[src/rtl/capture_sched_pkg.sv]
// Shared types and constants for the capture-cell scheduler slice.
package capture_sched_pkg;

    typedef enum logic [1:0] {
        IDLE  = 2'd0,
        DRIVE = 2'd1,
        WAIT  = 2'd2,
        RESP  = 2'd3
    } state_t;

    localparam logic PHASE_RISE = 1'b0;
    localparam logic PHASE_FALL = 1'b1;

endpackage

[src/rtl/capture_cell_scheduler_rr_arbiter.sv]
// Round-robin arbiter: search begins one past the last grant and wraps modulo N.
module rr_arbiter #(
    parameter int unsigned N = 4,
    localparam int unsigned IW = (N > 1) ? $clog2(N) : 1
) (
    input  logic [N-1:0]  req,
    input  logic [IW-1:0] ptr,
    output logic [N-1:0]  gnt,
    output logic [IW-1:0] idx,
    output logic          any
);

    logic [IW-1:0] cand;

    always_comb begin
        gnt  = '0;
        idx  = '0;
        any  = 1'b0;
        cand = '0;
        for (int unsigned k = 1; k <= N; k++) begin
            cand = IW'((32'(ptr) + k) % N);
            if (!any && req[cand]) begin
                any       = 1'b1;
                idx       = cand;
                gnt[cand] = 1'b1;
            end
        end
    end

endmodule

[src/rtl/capture_cell_scheduler.sv]
// Time-shares one dual-edge capture bank among NREQ requesters and checks
// each capture against the phase-dependent expected word.
module capture_cell_scheduler
    import capture_sched_pkg::*;
#(
    parameter int unsigned NREQ    = 4,
    parameter int unsigned WIDTH   = 8,
    parameter int unsigned CAP_LAT = 2,
    localparam int unsigned IDW    = $clog2(NREQ)
) (
    input  logic                    clk,
    input  logic                    rst,
    input  logic [NREQ-1:0]         req_valid,
    input  logic [NREQ*WIDTH-1:0]   req_data,
    input  logic [NREQ-1:0]         req_inv,
    output logic [NREQ-1:0]         req_ready,
    output logic [WIDTH-1:0]        cap_d,
    output logic                    cap_en,
    output logic                    cap_phase,
    input  logic [WIDTH-1:0]        cap_q,
    output logic                    rsp_valid,
    output logic [IDW-1:0]          rsp_id,
    output logic [WIDTH-1:0]        rsp_data,
    output logic                    rsp_err,
    output logic                    busy
);

    localparam int unsigned CNTW = (CAP_LAT > 1) ? $clog2(CAP_LAT) : 1;

    state_t           state;
    state_t           state_next;
    logic [IDW-1:0]   ptr;
    logic [IDW-1:0]   id_q;
    logic [IDW-1:0]   gnt_idx;
    logic [NREQ-1:0]  gnt;
    logic             gnt_any;
    logic             accept;
    logic             sample;
    logic [CNTW-1:0]  cnt;
    logic [WIDTH-1:0] sel_data;
    logic             sel_inv;
    logic [WIDTH-1:0] expected;
    logic [WIDTH-1:0] data_arr [NREQ];

    for (genvar gi = 0; gi < NREQ; gi++) begin : g_unpack
        assign data_arr[gi] = req_data[gi*WIDTH +: WIDTH];
    end

    rr_arbiter #(.N(NREQ)) u_arb (
        .req (req_valid),
        .ptr (ptr),
        .gnt (gnt),
        .idx (gnt_idx),
        .any (gnt_any)
    );

    // State register
    always_ff @(posedge clk) begin
        if (rst) state <= IDLE;
        else     state <= state_next;
    end

    // Next-state logic
    always_comb begin
        state_next = state;
        unique case (state)
            IDLE:    if (gnt_any) state_next = DRIVE;
            DRIVE:   state_next = WAIT;
            WAIT:    if (cnt == '0) state_next = RESP;
            RESP:    state_next = IDLE;
            default: state_next = IDLE;
        endcase
    end

    // Output/control decode; req_ready is the only combinational output
    always_comb begin
        accept    = (state == IDLE) && gnt_any && !rst;
        sample    = (state == WAIT) && (cnt == '0);
        req_ready = accept ? gnt : '0;
        sel_data  = data_arr[gnt_idx];
        sel_inv   = req_inv[gnt_idx];
        expected  = (cap_phase == PHASE_FALL) ? ~cap_d : cap_d;
    end

    // Registered bank drive, latency counter and response capture
    always_ff @(posedge clk) begin
        if (rst) begin
            ptr       <= IDW'(NREQ - 1);
            id_q      <= '0;
            cnt       <= '0;
            cap_d     <= '0;
            cap_en    <= 1'b0;
            cap_phase <= PHASE_RISE;
            rsp_valid <= 1'b0;
            rsp_id    <= '0;
            rsp_data  <= '0;
            rsp_err   <= 1'b0;
            busy      <= 1'b0;
        end else begin
            cap_en    <= accept;
            rsp_valid <= sample;
            busy      <= (state_next != IDLE);
            if (accept) begin
                cap_d     <= sel_data;
                cap_phase <= sel_inv;
                id_q      <= gnt_idx;
                ptr       <= gnt_idx;
                cnt       <= CNTW'(CAP_LAT - 1);
            end else if ((state == WAIT) && (cnt != '0)) begin
                cnt <= cnt - CNTW'(1);
            end
            if (sample) begin
                rsp_data <= cap_q;
                rsp_err  <= (cap_q != expected);
                rsp_id   <= id_q;
            end
        end
    end

endmodule

[config.mk]
export PLATFORM = sky130hd
export DESIGN_NAME = capture_cell_scheduler
export DESIGN_NICKNAME = d
export VERILOG_FILES = /design/src/rtl/capture_sched_pkg.sv /design/src/rtl/capture_cell_scheduler_rr_arbiter.sv /design/src/rtl/capture_cell_scheduler.sv
export SDC_FILE = /design/constraint.sdc
export NUM_CORES = 1
export LEC_CHECK = 0
export BUFFER_PORTS_ARGS = -buffer_cell sky130_fd_sc_hd__clkbuf_2
export CELL_PAD_IN_SITES_DETAIL_PLACEMENT = 1
export CELL_PAD_IN_SITES_GLOBAL_PLACEMENT = 2
export CORE_ASPECT_RATIO = 2
export CORE_UTILIZATION = 30
export CTS_CLUSTER_DIAMETER = 30
export CTS_CLUSTER_SIZE = 20
export DETAILED_ROUTE_END_ITERATION = 8
export PLACE_DENSITY_LB_ADDON = 0.1
export SYNTH_ARGS = -nofsm -noshare
export SYNTH_HDL_FRONTEND = slang
export SYNTH_SLANG_ARGS = --single-unit
export TNS_END_PERCENT = 1
[constraint.sdc]
create_clock -name clk -period 11.3 [get_ports clk]
set_clock_uncertainty 0.2 [all_clocks]
set_input_delay 0.565 -clock clk [delete_from_list [all_inputs] [get_ports clk]]
set_output_delay 0.565 -clock clk [all_outputs]
set_load 0.02 [all_outputs]
# --- Yosys cells after proc, flatten, opt, wreduce, memory -nomap -nowiden ---
# Cells that the tools add are included.
totals:
  input_bits: 50
  elab_cells: 95
  output_inout_bits: 27
  reg_bits: 30
classes:
  mux: 40
  n_bitwise: 6
  reduce_logical: 18
  eq_ne: 4
  n_lt_le_gt_ge: 10
  addsub: 5
op_table:
  columns: ["operator", "count"]
  rows:
  - ["8-bit 2-to-1 mux", 3]
  - ["4-bit 2-to-1 mux", 5]
  - ["8-bit binary-select mux with 2-bit select", 1]
  - ["2-bit by 3-bit less-than comparator with 1-bit output (second input constant)", 5]
  - ["1-bit 2-to-1 mux", 15]
  - ["2-bit 2-to-1 mux", 6]
  - ["4-bit bitwise OR", 3]
  - ["1-bit logical AND", 11]
  - ["1-bit binary-select mux with 2-bit select", 5]
  - ["1-bit demux with 2-bit select", 4]
  - ["2-bit by 1-bit >= comparator with 1-bit output (second input constant)", 4]
  - ["8-bit != test", 1]
  - ["8-bit NOT", 1]
  - ["2-bit one-hot mux with 4 select lines", 1]
  - ["2-bit by 1-bit adder with 2-bit output (second input constant)", 2]
  - ["2-bit adder (second input constant)", 2]
  - ["2-bit equality test (second input constant)", 2]
  - ["1-bit zero test", 4]
  - ["2-bit nonzero test", 2]
  - ["3-bit >= comparator (second input constant)", 1]
  - ["2-bit NOT with 3-bit output", 1]
  - ["2-bit by 1-bit equality test with 1-bit output (second input constant)", 1]
  - ["2-bit zero test", 1]
  - ["1-bit NOT", 1]
  - ["1-bit subtractor (second input constant)", 1]

# --- Longest topological paths before layout ---
# Gate-level depths: netlist (run 1).
logic_depth:
  depth_word: 17
  mapped_depth: 13
  depth_no_buf: 8

# --- Modules after synthesis ---
# A second synthesis (run 1) with hierarchy kept.
unflattened:
  hier_cells: 240
  area_unflattened_um2: 2045.7
modules_own_cells:
  columns: ["module", "instances", "cells_each", "seq_area_each_um2", "area_each_um2"]
  rows:
  - ["capture_cell_scheduler", 1, 154, 600.6, 1416.4]
  - ["rr_arbiter", 1, 86, 0.0, 629.4]

# --- Worst setup path after synthesis (run 1) ---
# OpenSTA, ideal clock, no wires.
synth_timing:
  kind: "register -> output"
  start: "register ptr[0]"
  end: "output port req_ready[0]"
  path_stages_with_launch: 13
  setup_slack_ns: 7.575
  n_path_buf: 4
  arrival_time_ns: 2.960
  t_required_ns: 10.535
  path_cell_list: "dfxtp_1 buf_6 clkbuf_1 inv_1 clkbuf_1 ha_1 clkbuf_1 mux4_2 nand2b_1 nor2_1 a22oi_1 o21ai_0 and2_1"
synth_via:
  elab_chain_cells: 16
  word_cells_on_any_way: 52
  classes_between: "add/sub: 4; order compare: 8; mux: 25; bitwise: 3; reduce/logical: 12"
synth_rtl:
  columns: ["element", "line", "source"]
  rows:
  - ["from (decl)", "capture_cell_scheduler.sv:32", "logic [IDW-1:0] ptr;"]
  - ["from (signal assigned)", "capture_cell_scheduler.sv:88", "ptr <= IDW'(NREQ - 1);"]
  - ["from (signal assigned)", "capture_cell_scheduler.sv:107", "ptr <= gnt_idx;"]
  - ["parallel branches: the longest is 15 deep, another holds 2-bit by 3-bit less-than comparator with 1-bit output", null, null]
  - ["4-bit 2-to-1 mux (*)", "capture_cell_scheduler.sv:79", "req_ready = accept ? gnt : '0;"]
  - ["to (decl)", "capture_cell_scheduler.sv:16", "output logic [NREQ-1:0] req_ready,"]
# Every way passes the cells marked *. The select of a mux whose other input is x is not followed.

# --- Final worst setup path (run 1) ---
layout_timing:
  start: "register ptr[0]"
  end: "output port req_ready[1]"
# The elaborated chain is that of the path after synthesis.

==> impl_metrics.json, run 1 <==
{
  "drive_gt1_frac": 0.3143,
  "max_cap_violations": 0,
  "yosysTopAreaCell": "dfxtp_1",
  "root_buffer": "clkbuf_16",
  "clk-insertion-delay-late_ns": 0.28,
  "ys_ff_latch": 30,
  "cts_tree": "yes",
  "die_height_um": 121.2,
  "grt.overflow.total": 0,
  "clock.fmax_mhz": 219.7,
  "power.density_nw_per_um2": 295.8,
  "die_w_um": 61.59,
  "track_usage": 0.2046,
  "cts_setup_buffers": 0,
  "hold_viol": 0,
  "p_int_uw": 444.1,
  "clockBufferDepth": 2,
  "pwr-share-seq": 0.219,
  "antenna_cells": 0,
  "cts_inserted_buffers": 5,
  "power.leakage_uw": 0.001242,
  "netlist_area_um2": 2131,
  "synth.avg_cell_area_um2": 8.662,
  "grt_pass1_wl_um": 10980,
  "dr.first_iter.drc_count": 81,
  "area_growth_pct": 27.36,
  "crit_fanout": 19,
  "via_per_inst": 5.217,
  "ir_worst_vdd_mv": 0.1271,
  "clock-sinks": 30,
  "regToRegSetupSlack_ns": 7.26,
  "synth_common_cells": "33 x nand2_1, 30 x dfxtp_1, 21 x mux2i_1",
  "fin_crit_ns": 4.552,
  "synthArstFlopShare": 0,
  "maxSlewViolCount": 0,
  "end_kind": "output port",
  "core_um2": 6887,
  "die-area_um2": 7464,
  "ctsHtreeMaxLevel": 2,
  "place_ws_ns": 7.061,
  "detail-route-antenna-nets": 0,
  "io_pins": 77,
  "rows": 43,
  "combPwrFrac": 0.591,
  "routedWlPerCell_um": 17.01,
  "initial_core_util": 0.3094,
  "synth_most_common_cell": "nand2_1",
  "placed_cell_area_um2": 2549,
  "hold_class": "reg2reg",
  "clkTransAtPathRegs_ns": 0.06,
  "switchingPower_uw": 358.7,
  "synth-edff-count": 0,
  "port_buffers": 76,
  "drc": 0,
  "firstDrtPassIters": 4,
  "final_area_um2": 2714,
  "ys_seq_area_frac": 0.2819,
  "path_class": "reg2out",
  "via_count": 2113,
  "yosysWarnings": 0,
  "cts_hold_buf": 0,
  "syn_nets": 307,
  "synth_top_cell_area_share": 0.2819,
  "required_ns": 10.54,
  "grt_start_max_net_pins": 20,
  "synth_cells": 246,
  "rsz0062_at_grt": "no",
  "synth.top_cells.by_area": "dfxtp_1 28%, mux2i_1 9.9%, ha_1 6.5%, nand2_1 5.8%, mux4_2 4.2%",
  "outcome": "finished, final reports clean",
  "fin_setup_tns_ns": 0,
  "startpoint_type": "register",
  "grt_pass1_vias": 2144,
  "clkPwrFrac": 0.190,
  "swShare": 0.4468,
  "finalWorstSetupSlack_ns": 6.748,
  "arrival_ns": 3.79,
  "post_cts_resized": 0,
  "slew_headroom": 0.3734,
  "synth_cell_types": 47,
  "setup_viol": 0,
  "hpwl_um": 5584,
  "finalCritPeriodShare": 0.4028,
  "wl_um": 6889,
  "tightest_slew_ns": 0.9378,
  "antenna_found_initial": 0,
  "finalNetCount": 375,
  "ys.flop_type": "dfxtp_1",
  "routabilityCongestion": 0.8163,
  "num-fill-cells": 902
}
## power groups by stage
| stage | registers, uW | logic (uW) | clock network, uW |
|---|---|---|---|
| 3_3_place_gp | 177 | 475 | 0 |
| 5_1_grt | 182 | 527 | 160 |
| 6_report | 176 | 475 | 153 |
| 4_1_cts | 177 | 484 | 156 |
| 2_1_floorplan | 188 | 355 | 0 |
| 3_5_place_dp | 178 | 483 | 0 |
## placed cells by master, fill, tap and decap left out, types with 7 or more instances in the layout
master    count
a22oi_1       8
nor2_1        9
a21oi_1      12
xnor2_1       7
o221ai_1      8
nand2_1      33
dfxtp_1      30
o21ai_0       8
ha_1         11
clkbuf_2     76
o22ai_1      11
mux2i_1      21
a21o_1        8
## sequential cells by signal, summed over array words and instances, names as in the netlist
| register | flops |
|---|---|
| cap_d | 8 |
| rsp_data | 8 |
| id_q | 2 |
| ptr | 2 |
| rsp_id | 2 |
| state | 2 |
| busy | 1 |
| cap_en | 1 |
| cap_phase | 1 |
| cnt | 1 |
| rsp_err | 1 |
| rsp_valid | 1 |
## cells by family (layout without fill, tap and decap cells)
family	after synthesis	count (layout)	share of synthesized area
simple gates	77	77	0.1779
compound gates	72	72	0.2455
flops	30	30	0.2819
mux	26	26	0.1462
buf+inv	22	91	0.05109
fa+ha+maj	11	11	0.06459
xor+xnor	8	8	0.03288
## layout make-up
cell class	instances	area, um2	share of cell area
tap	90	112.6	0.04149
clock buffer	5	125.1	0.04610
sequential	30	600.6	0.2213
timing repair buffer	78	395.4	0.1457
inverter	5	18.77	0.006916
multi-input combinational	194	1421	0.5237
clock inverter	3	40.04	0.01475
## critical path, cell delays in order, from the launching register on
cell      delay (ns)
dfxtp_1         0.81
inv_1           0.52
ha_1            0.59
mux4_2          0.48
or2_4           0.31
nor2_1          0.27
a22oi_1         0.12
o21ai_0         0.09
and2_1          0.14
clkbuf_2        0.16
## worst paths after layout
check | depth (start not counted) | end | from
hold / removal | 2 | rsp_data[0] | rsp_data[0]
setup reg to reg | 8 | cap_d[2] | ptr[0]
setup / recovery | 9 | req_ready[1] | ptr[0]
hold reg to reg | 2 | rsp_data[0] | rsp_data[0]
## routing by layer
metal / global-route usage / part of all wire / wire, um / up-vias
li1: - / - / - / 1038
met1: 0.2053 / 0.35 / 2409 / 1019
met2: 0.3905 / 0.60 / 4108 / 49
met3: 0.03625 / 0.035 / 239 / 7
met4: 0.07222 / 0.019 / 131 / 0
met5: 0 / 0 / 0 / -
## stage by stage
| stage | power, uW | cells | utilization | hold slack (ns) |
|---|---|---|---|---|
| after CTS | 816.4 | 405 | 0.3941 | 0.2607 |
| after global routing | 869.0 | 405 | 0.3941 | 0.2841 |
| after floorplan | 542.9 | 246 | - | 0.2227 |
| final | 802.8 | 405 | 0.3941 | 0.2555 |
| after detailed placement | 660.7 | 397 | 0.3701 | 0.2521 |
| after global placement | 651.9 | 397 | 0.3701 | 0.2424 |
No activity file was read; power rests on OpenSTA's default activity.
==> run 2, diff against run 1 <==
Settings changed: ABC_AREA set to 1, CORE_UTILIZATION 30 to 27.
Clock period 11.3 ns to 4.6 ns, I/O delays scaled along.
==> impl_metrics.json, run 2 <==
{
  "setup_viol": 0,
  "fin_crit_ns": 3.665,
  "clock.fmax_mhz": 272.8,
  "rows": 46,
  "hold_viol": 0,
  "via_per_inst": 4.794,
  "clockBufferDepth": 2,
  "final_common_cell": "clkbuf_2",
  "root_buffer": "clkbuf_16",
  "drc": 0,
  "yosysTopAreaCell": "dfxtp_1",
  "hpwl_um": 6441,
  "total_power_uw": 2214,
  "clkTransAtPathRegs_ns": 0.05,
  "yosysWarnings": 0,
  "grt_start_max_net_pins": 21,
  "hold_class": "in2reg",
  "ys_ff_latch": 30,
  "core_um2": 7885,
  "routedWlPerCell_um": 16.20,
  "synth.top_cells.by_area": "dfxtp_1 27%, nand3_1 13%, nand2_1 9.6%, ha_1 6.3%, nand2_2 5.4%",
  "area_growth_pct": 27.29,
  "cts_setup_buffers": 0,
  "reg2reg_to": "cap_d[6]",
  "outcome": "finished, final reports clean",
  "ir_worst_vdd_mv": 0.2866,
  "port_buffers": 76,
  "die_height_um": 129.3,
  "maxSlewViolCount": 0,
  "ys_seq_area_frac": 0.2746,
  "die-area_um2": 8486,
  "synthArstFlopShare": 0,
  "drive_gt1_frac": 0.3342,
  "regToRegSetupSlack_ns": 1.24,
  "clk-insertion-delay-late_ns": 0.27,
  "routabilityCongestion": 0.8686,
  "startpoint_type": "register",
  "layout_common_cells": "76 x clkbuf_2, 56 x nand2_1, 56 x nand3_1, 30 x dfxtp_1, 27 x nor2_1",
  "reg_top3": "cap_d (8), rsp_data (8)",
  "rsz0062_at_grt": "no",
  "detail-route-antenna-nets": 0,
  "synth_common_cells": "56 x nand2_1, 56 x nand3_1, 30 x dfxtp_1",
  "post_cts_resized": 0,
  "tightest_slew_ns": 0.6583,
  "num-fill-cells": 1006,
  "synth-edff-count": 0,
  "antenna_cells": 0,
  "grt_pass1_wl_um": 12220,
  "ys.flop_type": "dfxtp_1",
  "power.leakage_uw": 0.001466,
  "syn_nets": 367,
  "clock-sinks": 30,
  "via_count": 2282,
  "initial_core_util": 0.2774,
  "wl_um": 7711,
  "crit_fanout": 20,
  "grt.overflow.total": 0,
  "power.density_nw_per_um2": 795.2,
  "max_cap_violations": 0,
  "netlist_area_um2": 2187,
  "finalNetCount": 441,
  "synth_cell_types": 40,
  "cts_tree": "yes",
  "arrival_ns": 3.24,
  "grt_pass1_vias": 2414,
  "track_usage": 0.1955,
  "crit_start": "ptr[0]",
  "cts_hold_buf": 0,
  "antenna_found_initial": 0,
  "die_w_um": 65.64,
  "io_pins": 77,
  "slew_headroom": 0.5605,
  "fin_setup_tns_ns": 0,
  "dr.first_iter.drc_count": 37,
  "firstDrtPassIters": 4,
  "ctsHtreeMaxLevel": 2,
  "fin_util": 0.3531,
  "r2r-start": "ptr[0]",
  "finalCritPeriodShare": 0.7968,
  "synth_cells": 306,
  "synth_top_cell_area_share": 0.2746,
  "required_ns": 4.17,
  "end_kind": "output port",
  "synth.avg_cell_area_um2": 7.147,
  "cp-endpoint": "req_ready[1]",
  "cts_inserted_buffers": 5,
  "r2r_cells": 11,
  "path_class": "reg2out"
}
-- run 2: cell types whose count changed in the layout (fill, tap and decap cells not counted), sizes merged, moves of 7 or more --
| cell | change |
|---|---|
| nand4 | +8 |
| nand3 | +61 |
| nand2 | +48 |
| a21oi | -7 |
| inv | +22 |
| mux2i | -20 |
| o221ai | -9 |
| a21o | -7 |
| o22ai | -11 |
| xor2 | +7 |
| nor2 | +20 |
-- run 2: power by group --
part | internal (uW) | total (uW) | switching [uW]
Combinational | 445 | 1410 | 970
Clock | 267 | 378 | 111
Sequential | 354 | 421 | 66.6
Total | 1070 | 2210 | 1150
-- run 2: cells by family (layout without fill, tap and decap cells) --
| kind of cell | after synthesis | count (layout) | share of synthesized area |
|---|---|---|---|
| fa+ha+maj | 11 | 11 | 0.06293 |
| compound gates | 29 | 29 | 0.08525 |
| flops | 30 | 30 | 0.2746 |
| mux | 1 | 1 | 0.004577 |
| simple gates | 186 | 186 | 0.4434 |
| xor+xnor | 10 | 10 | 0.04005 |
| buf+inv | 39 | 113 | 0.08925 |
-- run 2: layout make-up --
type | count | area, um2 | area share
Clock buffer | 6 | 138.9 | 0.04989
Clock inverter | 1 | 30.03 | 0.01079
Inverter | 28 | 107.6 | 0.03865
Multi-Input combinational cell | 237 | 1391 | 0.4998
Sequential cell | 30 | 600.6 | 0.2157
Tap cell | 96 | 120.1 | 0.04315
Timing Repair Buffer | 78 | 395.4 | 0.1420
-- run 2: through the flow --
step	cells	worst slack [ns]	area (um2)	hold slack, ns
finish	476	0.9348	2784	0.01815
global route	476	0.6409	2784	0.02969
detailed placement	469	1.176	2615	0.2735
floorplan	306	2.112	2187	0.1649
CTS	476	0.8668	2784	0.01461
global placement	469	1.280	2615	0.2682
-- run 2: worst min path at each step --
stage,start,to,depth (start not counted)
6_report,cap_q[7],rsp_data[7],3
5_1_grt,cap_q[2],rsp_data[2],3
4_1_cts,cap_q[2],rsp_data[2],3
3_5_place_dp,id_q[1],id_q[1],2
3_3_place_gp,id_q[1],id_q[1],2
2_1_floorplan,cap_q[0],rsp_data[0],2
-- run 2: worst max-delay path: stages, from the launching register on --
cell      delay [ns]
dfxtp_1         0.74
inv_2           0.28
ha_1            0.46
inv_1           0.12
nand3_1         0.10
nand2_1         0.12
nand4_4         0.28
nand2_2         0.18
nor2_4          0.34
nand2_1         0.10
inv_1           0.06
clkbuf_2        0.16
-- run 2: metal layers --
metal / wire length (um) / up-vias / track usage
li1: - / 1166 / -
met1: 2731 / 1043 / 0.1875
met2: 4495 / 59 / 0.3896
met3: 180 / 14 / 0.01937
met4: 303 / 0 / 0.09719
met5: 0 / - / 0
